## config.mk

```make
export PLATFORM = sky130hd
export DESIGN_NAME = iob_eth_frame_arbiter
export DESIGN_NICKNAME = d
export VERILOG_FILES = /design/src/rtl/iob_eth_frame_arbiter.sv
export SDC_FILE = /design/constraint.sdc
export NUM_CORES = 1
export LEC_CHECK = 0
export BUFFER_PORTS_ARGS = -buffer_cell sky130_fd_sc_hd__buf_2
export CORE_MARGIN = 4
export CORE_UTILIZATION = 30
export DETAILED_ROUTE_END_ITERATION = 8
export GPL_ROUTABILITY_DRIVEN = 0
export PLACE_DENSITY = 0.68
export SETUP_SLACK_MARGIN = 0.5
export SYNTH_ARGS = -nofsm -noshare
export SYNTH_HDL_FRONTEND = slang
export SYNTH_SLANG_ARGS = --single-unit
```

## constraint.sdc

```tcl
create_clock -name clk -period 3.2 [get_ports clk]
set_clock_uncertainty 0.1 [all_clocks]
set_input_delay 0 -clock clk [delete_from_list [all_inputs] [get_ports clk]]
set_output_delay 0 -clock clk [all_outputs]
set_load 0.1 [all_outputs]
```

## src/rtl/iob_eth_frame_arbiter.sv

```systemverilog
// Round-robin frame arbiter: grants one input stream for a whole frame (until its
// last beat is accepted) and forwards it to a single output stream.
module iob_eth_frame_arbiter #(
  parameter int PORTS  = 4,
  parameter int DATA_W = 8
) (
  input  logic                      clk,
  input  logic                      rst,
  input  logic [PORTS*DATA_W-1:0]   in_data,
  input  logic [PORTS-1:0]          in_valid,
  input  logic [PORTS-1:0]          in_last,
  output logic [PORTS-1:0]          in_ready,
  output logic [DATA_W-1:0]         out_data,
  output logic                      out_valid,
  output logic                      out_last,
  input  logic                      out_ready,
  output logic [$clog2(PORTS)-1:0]  grant_encoded,
  output logic                      busy
);

  localparam int GW = $clog2(PORTS);

  typedef enum logic {IDLE, BUSY} state_t;

  state_t          state_reg, state_next;
  logic [GW-1:0]   grant_reg, grant_next;
  logic [GW-1:0]   last_grant_reg, last_grant_next;
  logic [GW-1:0]   winner;
  logic            found;
  int              scan_idx;
  logic            frame_end;
  logic [DATA_W-1:0] data_arr [PORTS];

  generate
    for (genvar gi = 0; gi < PORTS; gi++) begin : g_slice
      assign data_arr[gi] = in_data[gi*DATA_W +: DATA_W];
    end
  endgenerate

  // Scan starts just after the previous winner and wraps, giving round-robin order.
  always_comb begin
    winner   = '0;
    found    = 1'b0;
    scan_idx = 0;
    for (int k = 1; k <= PORTS; k++) begin
      scan_idx = int'(last_grant_reg) + k;
      if (scan_idx >= PORTS) scan_idx = scan_idx - PORTS;
      if (!found && in_valid[scan_idx[GW-1:0]]) begin
        found  = 1'b1;
        winner = scan_idx[GW-1:0];
      end
    end
  end

  assign busy          = (state_reg == BUSY);
  assign grant_encoded = grant_reg;

  // Beats are blocked while rst is high so an abandoned frame transfers nothing.
  always_comb begin
    in_ready  = '0;
    out_data  = '0;
    out_valid = 1'b0;
    out_last  = 1'b0;
    if (busy) begin
      out_data  = data_arr[grant_reg];
      out_valid = in_valid[grant_reg] & ~rst;
      out_last  = in_last[grant_reg];
      in_ready[grant_reg] = out_ready & ~rst;
    end
  end

  assign frame_end = out_valid & out_ready & out_last;

  always_comb begin
    state_next      = state_reg;
    grant_next      = grant_reg;
    last_grant_next = last_grant_reg;
    case (state_reg)
      IDLE: begin
        if (found) begin
          state_next      = BUSY;
          grant_next      = winner;
          last_grant_next = winner;
        end
      end
      BUSY: begin
        if (frame_end) state_next = IDLE;
      end
      default: state_next = IDLE;
    endcase
  end

  always_ff @(posedge clk) begin
    if (rst) begin
      state_reg      <= IDLE;
      grant_reg      <= '0;
      last_grant_reg <= GW'(PORTS - 1);
    end else begin
      state_reg      <= state_next;
      grant_reg      <= grant_next;
      last_grant_reg <= last_grant_next;
    end
  end

endmodule
```

==> results.toml <==
[timing]
setup_ws_ns = 1.02
min_period_ns = 2.18
relSlewSlack_pct = 52.2
slew_viol_final = 0
fin_crit_sh_pct = 68.2
tightest_slew_ns = 0.716
setup_viol = 0
finalSetupTns_ns = 0
fmax_mhz = 458
rsz0062_at_grt = "no"
hold_viol = 0

[layout]
layout.nets = 169
final_common_cell = "buf_2"
diodes = 0
layout-drive-gt1-share_pct = 62.4
syn2layout_area_growth_pct = 59.4
mostFrequentLayoutCells = "buf_2, and2_1, mux4_2"

[route]
drtIter0Drc = 15
avgViaCountPerCell = 4.94
wire_per_inst_um = 12.7
drc = 0
routed_wl_um = 1940
ant_nets = 0
drt_first_pass_iters = 4
via_count = 751

[setup_path]
worstPathRequired_ns = 3.10
regToRegStartpoint = "grant_encoded[0]$_SDFFE_PP0P_"
worstSetupPathType = "reg2out"
worstSetupStartpointType = "flop"
r2r_slack_ns = 1.39
path_delay_family = "flip-flops"
cp_data_arrival_time_ns = 2.08
end_kind = "output pin"
slowest_delay_ns = 0.78
startpoint = "grant_encoded[0]$_SDFFE_PP0P_"
path_buf_inv = 1
path_max_fanout = 14
slowest_stage = "dfxtp_1"
path_cells = "mux4_1, and2_1, buf_2"

[power]
p_sw_share_pct = 52.5
p_leak_nw = 0.484
clkPwrFrac_pct = 17.3
pwr-share-seq_pct = 21.9
total_power_uw = 411
p_sw_uw = 216
vdd_ir_drop_max_mv = 0.279
share_comb_of_total_power_pct = 60.8
powerDensity_nw_per_um2 = 408
p_int_uw = 195

[logic_synthesis]
synth-edff-count = 0
syn_area_um2 = 632
synth_warnings = 0
seq_area_frac_synth_pct = 15.8
ys_types = 27
syn_inst = 63
ys_ff_latch = 5
syn_avg_cell_area_um2 = 10.0
synth_async_sr_flop_share_pct = 0
synth_flop_cell = "dfxtp_1"
postSynthNetCount = 106

[clock_tree]
cts_sinks = 5
htreeDepth = 1
cts_tree = "built"
postCtsSetupBuffers = 0
clock_latency_ns = 0.23
cts_resized = 0
cts.path.max_buffers = 2
ctsRootBufferMaster = "clkbuf_4"
postCtsHoldBufs = 2
path_clk_slew_ns = 0.04
numCtsBuffers = 3

[die]
die_y_um = 53.9
row_count = 16
dieWidth_um = 53.9
die_area_um2 = 2900
coreArea_um2 = 1980
ioPinCount = 60
start_util_pct = 31.9

[global_route]
grt_max_degree = 18
grt_usage_pct = 12.7
grt_overflow = 0
grt_pass1_vias = 643
antenna_found_initial = 0
grt_pass1_wl_um = 2690

[hold_path]
min_path_type = "in2reg"
min_from = "in_valid[2]"

[place]
pre_cts_slack_ns = 1.23
port_buffers = 59
dpl.hpwl_um = 1650

[flow_run]
drv_cap = 0

[run_status]
status = "complete, no violations"
per-stage QoR:
step / cell area (um2) / utilization, % / std cells / hold slack (ns)
global route: 1010 / 50.8 / 152 / 0.0760
global placement: 961 / 48.5 / 146 / 0.155
floorplan: 652 / - / 63 / -0.0354
detailed placement: 961 / 48.5 / 146 / 0.150
finish: 1010 / 50.8 / 152 / 0.0524
CTS: 1010 / 50.8 / 152 / 0.0502
per-layer routing:
layer  global-route usage (%)  wire [um]  vias up
met5                        0          0        -
li1                         -          -      368
met4                     1.28          0        0
met1                     14.1        740      331
met2                     21.0        824       52
met3                     8.03        371        0
power by group through the flow:
stage	Clock [mW]	Sequential [mW]	Combinational, mW
finish	0.0712	0.0900	0.250
CTS	0.0754	0.0909	0.251
floorplan	0	0.104	0.186
global route	0.0836	0.0933	0.262
detailed placement	0	0.0920	0.249
global placement	0	0.0913	0.246
cell type report:
type                    count  area [um2]
clock buffers               4        26.3
inverters                   5        18.8
repair buffers             61         315
well taps                  27        33.8
flip-flops and latches      5         100
fillers                   197         975
multi-input cells          50         513
cell families after synthesis:
family | after synthesis | share of synthesized area (%)
and+or+nand+nor | 29 | 29.9
AOI/OAI and AO/OA | 11 | 11.3
muxes | 10 | 36.8
buffers and inverters | 8 | 6.14
DFF | 5 | 15.8
synthesized netlist by cell type, drive strengths merged (2+ instances only):
cell type	count	area share, %
nor4	2	5.3
a21oi	4	3.2
nand2	4	2.4
buf	2	2.6
dfxtp	5	16
mux4	10	37
nor3	4	3.2
and2	9	8.9
nor2	3	1.8
inv	5	3.0
o21ai	3	2.4
tightest hold or removal path, cell delays in order:
cell and delay (ns):
buf_2 0.13, nor4_2 0.06, inv_1 0.05, o21ai_1 0.05, nor2_1 0.07
final timing paths:
path | end | cells after the start
setup reg to reg | busy$_SDFF_PP0_ | 4
setup / recovery | out_data[4] | 3
hold / removal | busy$_SDFF_PP0_ | 5
hold reg to reg | last_grant_reg[0]$_SDFFE_PP1P_ | 2
(Power assumes the default switching activity.)
